==> config.mk <==
export PLATFORM = sky130hd
export DESIGN_NAME = aes_inv_key_sched
export DESIGN_NICKNAME = d
export VERILOG_FILES = /design/src/rtl/aes_inv_key_sched.sv
export SDC_FILE = /design/constraint.sdc
export NUM_CORES = 2
export LEC_CHECK = 0
export BUFFER_PORTS_ARGS = -buffer_cell sky130_fd_sc_hd__buf_4
export CAP_MARGIN = 15
export CORE_MARGIN = 2
export CORE_UTILIZATION = 60
export CTS_CLUSTER_SIZE = 40
export DETAILED_ROUTE_END_ITERATION = 6
export GPL_TIMING_DRIVEN = 1
export PLACE_DENSITY = 0.75
export SYNTH_ARGS = -nofsm -noshare
export SYNTH_HDL_FRONTEND = slang
export SYNTH_SLANG_ARGS = --single-unit
export TNS_END_PERCENT = 30
==> constraint.sdc <==
create_clock -name clk -period 22.1 [get_ports clk]
set_clock_uncertainty 0.1 [all_clocks]
set_input_delay 4.42 -clock clk [delete_from_list [all_inputs] [get_ports clk]]
set_output_delay 4.42 -clock clk [all_outputs]
set_load 0.005 [all_outputs]
==> src/rtl/aes_inv_key_sched.sv <==
// ---------------------------------------------------------------------------
// aes_inv_key_sched
//   Iterative AES-128 key schedule for the decrypt datapath. It walks forward
//   from the cipher key to round key 10, then walks backward and hands out
//   round keys 10 down to 0 over a valid/ready handshake. It keeps no key
//   store: each earlier round key is recomputed from the current one.
//
//   Parameters
//     SERIAL_SBOX  0: four S-boxes, one round step per cycle
//                  1: one time-shared S-box, four cycles per round step
//
//   Ports
//     clk       rising-edge clock
//     rst       asynchronous, active-high reset
//     start     begin a schedule (sampled only in IDLE)
//     key_in    cipher key, key_in[127:120] is byte 0
//     busy      high from the cycle after an accepted start until done
//     rk_out    current round key, same byte order as key_in
//     rk_round  round index of rk_out
//     rk_valid  rk_out / rk_round are valid
//     rk_ready  consumer accepts on rk_valid & rk_ready
//     done      one-cycle pulse after round key 0 is accepted
//
// aes_sbox
//   Shared byte-substitution unit. dec=0 gives the AES S-box, dec=1 its
//   inverse. Computed as GF(2^8) inversion plus the affine map instead of a
//   lookup table.
//
//   Ports
//     value   input byte
//     dec     0 = forward S-box, 1 = inverse S-box
//     result  substituted byte
// ---------------------------------------------------------------------------

module aes_sbox (
  input  logic [7:0] value,
  input  logic       dec,
  output logic [7:0] result
);

  // Multiply in GF(2^8) modulo x^8 + x^4 + x^3 + x + 1.
  function automatic logic [7:0] gf_mul(input logic [7:0] a, input logic [7:0] b);
    logic [7:0] acc;
    logic [7:0] aa;
    acc = 8'h00;
    aa  = a;
    for (int i = 0; i < 8; i++) begin
      if (b[i]) acc = acc ^ aa;
      aa = {aa[6:0], 1'b0} ^ (aa[7] ? 8'h1b : 8'h00);
    end
    return acc;
  endfunction

  // x^254 is the multiplicative inverse; it maps 0 to 0 as AES requires.
  function automatic logic [7:0] gf_inv(input logic [7:0] x);
    logic [7:0] p;
    logic [7:0] r;
    p = x;
    r = 8'h01;
    for (int i = 1; i < 8; i++) begin
      p = gf_mul(p, p);
      r = gf_mul(r, p);
    end
    return r;
  endfunction

  function automatic logic [7:0] affine(input logic [7:0] b);
    return b ^ {b[6:0], b[7]} ^ {b[5:0], b[7:6]} ^ {b[4:0], b[7:5]}
             ^ {b[3:0], b[7:4]} ^ 8'h63;
  endfunction

  function automatic logic [7:0] inv_affine(input logic [7:0] b);
    return {b[6:0], b[7]} ^ {b[4:0], b[7:5]} ^ {b[1:0], b[7:2]} ^ 8'h05;
  endfunction

  always_comb begin
    if (dec) result = gf_inv(inv_affine(value));
    else     result = affine(gf_inv(value));
  end

endmodule

module aes_inv_key_sched #(
  parameter int SERIAL_SBOX = 0
) (
  input  logic         clk,
  input  logic         rst,
  input  logic         start,
  input  logic [127:0] key_in,
  output logic         busy,
  output logic [127:0] rk_out,
  output logic [3:0]   rk_round,
  output logic         rk_valid,
  input  logic         rk_ready,
  output logic         done
);

  localparam logic [1:0] S_IDLE = 2'd0;
  localparam logic [1:0] S_FWD  = 2'd1;
  localparam logic [1:0] S_EMIT = 2'd2;
  localparam logic [1:0] S_BWD  = 2'd3;  // serial variant only

  logic [1:0]  state;
  logic [1:0]  sub_cnt;
  logic [31:0] w0, w1, w2, w3;
  logic [31:0] bw3;          // w3 of the previous round key
  logic [31:0] sbox_word;
  logic [31:0] rot_word;
  logic [31:0] sub_word;
  logic [3:0]  rcon_idx;
  logic [7:0]  rcon;
  logic        step_now;     // SubWord result is complete this cycle
  logic [127:0] fwd_next;
  logic [127:0] bwd_next;

  assign w0  = rk_out[127:96];
  assign w1  = rk_out[95:64];
  assign w2  = rk_out[63:32];
  assign w3  = rk_out[31:0];
  assign bw3 = w3 ^ w2;

  // Going forward SubWord uses the current w3; going backward it needs w3 of
  // the key being recovered, which is w3 ^ w2 of the current one.
  assign sbox_word = (state == S_FWD) ? w3 : bw3;
  assign rot_word  = {sbox_word[23:0], sbox_word[31:24]};

  // Forward step r-1 -> r uses Rcon[r]; backward step r -> r-1 also uses Rcon[r].
  assign rcon_idx = (state == S_FWD) ? rk_round + 4'd1 : rk_round;

  // NOTE: every path through a combinational case assigns the output (here via
  // default), otherwise the tool infers a latch to hold the old value.
  always_comb begin
    case (rcon_idx)
      4'd1:    rcon = 8'h01;
      4'd2:    rcon = 8'h02;
      4'd3:    rcon = 8'h04;
      4'd4:    rcon = 8'h08;
      4'd5:    rcon = 8'h10;
      4'd6:    rcon = 8'h20;
      4'd7:    rcon = 8'h40;
      4'd8:    rcon = 8'h80;
      4'd9:    rcon = 8'h1b;
      4'd10:   rcon = 8'h36;
      default: rcon = 8'h00;
    endcase
  end

  always_comb begin
    logic [31:0] n0, n1, n2;
    n0 = w0 ^ sub_word ^ {rcon, 24'h0};
    n1 = w1 ^ n0;
    n2 = w2 ^ n1;
    fwd_next = {n0, n1, n2, w3 ^ n2};
  end

  assign bwd_next = {w0 ^ sub_word ^ {rcon, 24'h0}, w1 ^ w0, w2 ^ w1, bw3};

  generate
    if (SERIAL_SBOX == 0) begin : g_par
      for (genvar i = 0; i < 4; i++) begin : g_sb
        aes_sbox u_sbox (
          .value  (rot_word[8*i +: 8]),
          .dec    (1'b0),
          .result (sub_word[8*i +: 8])
        );
      end
      assign step_now = 1'b1;
    end else begin : g_ser
      logic [7:0]  sel_byte;
      logic [7:0]  sb_out;
      logic [23:0] hold;     // substituted bytes from sub-counts 0..2

      always_comb begin
        case (sub_cnt)
          2'd0:    sel_byte = rot_word[31:24];
          2'd1:    sel_byte = rot_word[23:16];
          2'd2:    sel_byte = rot_word[15:8];
          default: sel_byte = rot_word[7:0];
        endcase
      end

      aes_sbox u_sbox (
        .value  (sel_byte),
        .dec    (1'b0),
        .result (sb_out)
      );

      always_ff @(posedge clk or posedge rst) begin
        if (rst) begin
          hold <= '0;
        end else if (state == S_FWD || state == S_BWD) begin
          case (sub_cnt)
            2'd0:    hold[23:16] <= sb_out;
            2'd1:    hold[15:8]  <= sb_out;
            2'd2:    hold[7:0]   <= sb_out;
            default: ;
          endcase
        end
      end

      // The last byte goes straight from the S-box into the combine.
      assign sub_word = {hold, sb_out};
      assign step_now = (sub_cnt == 2'd3);
    end
  endgenerate

  // NOTE: sequential state uses non-blocking assignments so every register
  // samples pre-edge values, independent of statement order.
  always_ff @(posedge clk or posedge rst) begin
    if (rst) begin
      state    <= S_IDLE;
      sub_cnt  <= 2'd0;
      rk_out   <= '0;
      rk_round <= 4'd0;
      rk_valid <= 1'b0;
      busy     <= 1'b0;
      done     <= 1'b0;
    end else begin
      done <= 1'b0;
      case (state)
        S_IDLE: begin
          // The done cycle is still the tail of the previous schedule.
          if (start && !done) begin
            rk_out   <= key_in;
            rk_round <= 4'd0;
            busy     <= 1'b1;
            sub_cnt  <= 2'd0;
            state    <= S_FWD;
          end
        end
        S_FWD: begin
          if (SERIAL_SBOX != 0) sub_cnt <= sub_cnt + 2'd1;
          if (step_now) begin
            rk_out   <= fwd_next;
            rk_round <= rk_round + 4'd1;
            if (rk_round == 4'd9) begin
              rk_valid <= 1'b1;
              state    <= S_EMIT;
            end
          end
        end
        S_EMIT: begin
          if (rk_ready) begin
            if (rk_round == 4'd0) begin
              rk_valid <= 1'b0;
              busy     <= 1'b0;
              done     <= 1'b1;
              state    <= S_IDLE;
            end else if (SERIAL_SBOX == 0) begin
              rk_out   <= bwd_next;
              rk_round <= rk_round - 4'd1;
            end else begin
              rk_valid <= 1'b0;
              sub_cnt  <= 2'd0;
              state    <= S_BWD;
            end
          end
        end
        S_BWD: begin
          sub_cnt <= sub_cnt + 2'd1;
          if (step_now) begin
            rk_out   <= bwd_next;
            rk_round <= rk_round - 4'd1;
            rk_valid <= 1'b1;
            state    <= S_EMIT;
          end
        end
        default: state <= S_IDLE;
      endcase
    end
  end

endmodule

==> impl_metrics.csv <==
group,metric,value,unit
outcome,outcome,"finished with violations",
outcome,violations,"DRC",
placed_design,dp_hpwl,173000,um
synthesis,synth-edff-count,0,
placed_design,gp_congestion,1.01,
finish,stdcell_count,10790,
global_routing,grt_max_degree,128,
min_path,hold_depth,1,
synthesis,avgSynthCellArea,7.37,sq um
routing,avgViaCountPerCell,6.44,
synthesis,synth_cell_types,117,
floorplanning,die_w,344,um
routing,totalWireLength,234000,um
critical_path,cp_max_fo,63,
placed_design,placed_cells,10746,
floorplanning,rows,124,
routing,dr.first_iter.drc_count,7656,
timing,fmax,47.9,MHz
global_routing,grt_overflow_total,0,
critical_path,critPathSlowestCell,"ha_2",
timing,worst_pin_slew,1.17,ns
cts,htree_levels,4,
timing,min_period,20.87,ns
synthesis,synthCells,9405,
critical_path,r2r-start,"state[0]",
timing,slew_headroom,21.2,%
global_routing,first_global_vias,63525,
timing,timing.final.crit_share,94.4,%
placed_design,io_buffers,266,
finish,drive_gt1_share,9.97,%
critical_path,slowest_delay,0.90,ns
timing,fin_setup_tns,0,ns
global_routing,grt_use_total,38.1,%
synthesis,synth-warning-count,0,
synthesis,ys_ff_latch,137,
critical_path,start_kind,"flip-flop",
cts,clk_pin_slew,0.07,ns
synthesis,ys.flop_type,"dfrtp_1",
cts,cts_setup_buffers,0,
floorplanning,start_util,60.5,%
critical_path,crit_type,"reg -> reg",
cts,holdBufCountCts,0,
cts,cts.sinks,137,
timing,setup_viol,0,
critical_path,r2r_end,"rk_out[14]",
routing,via_count,69434,
critical_path,endpoint_kind,"flip-flop",
finish,area_growth,5.63,%
timing,drv_slew,0,
timing,finalHoldViolations,0,
floorplanning,core_area,115000,sq um
min_path,worstHoldPathType,"reg -> reg",
finish,seqCellArea,3440,sq um
routing,ant_nets,0,
synthesis,synth_top_area_share,21.6,%
routing,dr.pass1.iters,7,
floorplanning,ioPinCount,267,
critical_path,reg2reg_slack,1.23,ns
run,max_cap_violations,0,
routing,routedWlPerCell,21.7,um
cts,cts_tree,"done",
cts,numCtsBuffers,17,
finish,multi_input_area,62700,sq um
global_routing,antenna_found_initial,15,
synthesis,synth_area,69300,sq um
placed_design,post-place-ws,1.12,ns
critical_path,worstPathRequired,22.43,ns
global_routing,grt_pass1_wl,365000,um
cts,cts_root_buffer,"clkbuf_16",
synthesis,synthArstFlopShare,100,%
floorplanning,die_h,344,um
min_path,holdCritStartpoint,"rk_out[75]",
finish,fillers,10330,
synthesis,netlist.top_cell.by_area,"xnor2_1",
synthesis,synth_seq_area_share,4.95,%
timing,rsz0062_at_grt,"false",
synthesis,synthesis.nets,9564,
min_path,hold_path_end,"rk_out[75]",
routing,drcViolationCount,5,
critical_path,r2r_cells,58,
floorplanning,dieArea,118000,sq um
timing,setup_ws,1.23,ns
cts,clk_latency,0.52,ns
synthesis,synth_area_leaders,"xnor2_1 (22%), xnor3_1 (11%), nor2_1 (7.0%)",
cts,cts_resized,0,
cts,clock_path_buffers,2,
critical_path,crit_arrival,21.20,ns
finish,fin_nets,9416,
## cells in the final DEF (no fill, tap or decap), types with 45 or more instances in the layout
| master | Yosys | layout |
|---|---|---|
| o21ai_0 | 541 | 541 |
| inv_1 | 142 | 140 |
| dfrtp_1 | 137 | 135 |
| nand2b_1 | 75 | 74 |
| o22ai_1 | 116 | 116 |
| nand2_1 | 984 | 983 |
| a21oi_1 | 548 | 547 |
| nor3_1 | 222 | 222 |
| buf_4 | 34 | 524 |
| nor2b_1 | 52 | 52 |
| and2_1 | 53 | 53 |
| or3_1 | 54 | 54 |
| o21ai_1 | 60 | 60 |
| xnor2_1 | 1707 | 1669 |
| mux2i_1 | 212 | 212 |
| xor2_1 | 522 | 512 |
| a211oi_1 | 85 | 84 |
| o221ai_1 | 58 | 58 |
| xor3_1 | 55 | 55 |
| o211ai_1 | 78 | 78 |
| nand3_1 | 209 | 209 |
| a22oi_1 | 79 | 79 |
| nor2_1 | 1287 | 1285 |
| xnor3_1 | 338 | 338 |
| xnor2_2 | 97 | 135 |
| and3_1 | 45 | 45 |
| a31oi_1 | 89 | 89 |
## routing by layer
metal	GRT usage [%]	vias up	share of wire [%]	routed length [um]
li1	-	32229	-	-
met1	52.7	33050	41	96100
met2	59.2	3601	44	104000
met3	7.05	538	11	25300
met4	13.8	16	3.7	8670
met5	0	-	0.048	112
## cells in the mapped netlist, types with 32 or more instances
cell,n
and2_1,53
nand2_1,984
nor2_1,1287
nor2b_1,52
o221ai_1,58
xnor2_2,97
xnor2_1,1707
or3_1,54
a221oi_1,44
o21ai_1,60
a21o_1,32
a21oi_1,548
and3_1,45
xnor3_1,338
a22oi_1,79
nand3_1,209
dfrtp_1,137
nand2b_1,75
a211oi_1,85
o211ai_1,78
o31ai_1,32
nor3_1,222
xor2_1,522
buf_1,66
xor2_2,34
mux2_2,34
buf_2,155
nand4_1,35
mux2i_1,212
o21ai_0,541
a31oi_1,89
inv_1,142
buf_4,34
a32oi_1,38
xor3_1,55
o22ai_1,116
clkbuf_1,428
## worst max path at each step
stage | from | to | slack (ns)
floorplan | rk_out[55] | rk_out[31] | 4.41
finish | state[0] | rk_out[14] | 1.23
detailed placement | state[0] | rk_out[14] | 1.12
global placement | state[0] | rk_out[14] | 1.22
CTS | state[0] | rk_out[14] | 1.0
global route | state[0] | rk_out[14] | 0.06
## cells by family (layout without fill, tap and decap cells)
group,after synthesis,in the layout,share of synthesized area [%]
and+or+nand+nor,3144,3144,19.6
xor gates and xnor gates,2792,2792,45.6
AOI/OAI and AO/OA,2187,2187,20.3
buffers and inverters,861,726,5.23
other,0,8,0
muxes,254,254,3.83
adders and majority gates,30,30,0.531
DFF,137,137,4.95
## critical path: cells and delay by family (launching register included)
kind | cells | cell delay [ns]
AOI/OAI and AO/OA | 9 | 1.52
DFF | 1 | 0.49
and+or+nand+nor | 8 | 1.63
xor gates and xnor gates | 29 | 11.55
buffers and inverters | 6 | 2.79
muxes | 3 | 0.71
adders and majority gates | 3 | 1.81
## metrics by stage
stage / utilization (%) / hold slack [ns] / cell area [sq um]
3_5_place_dp: 63.4 / 0.443 / 72500
3_3_place_gp: 63.4 / 0.419 / 72500
5_1_grt: 63.9 / 0.486 / 73200
2_1_floorplan: - / 0.407 / 69300
4_1_cts: 63.8 / 0.452 / 73100
6_report: 63.9 / 0.461 / 73200
## sequential cells by signal (all words and copies together) (netlist names)
name,count
rk_out,128
state,2
busy,1
done,1
rk_round,4
rk_valid,1
## cell type report
type,count,area share (%)
Tap cell,1512,2.58
Clock inverter,15,0.183
Sequential cell,137,4.69
Multi-Input combinational cell,8407,85.6
Clock buffer,17,0.581
Inverter,168,0.877
Timing Repair Buffer,526,5.43
Antenna cell,8,0.0274
Power is left out: the tool's default activity adds up to more than one toggle a clock period on the data nets, which glitch-free logic cannot reach.
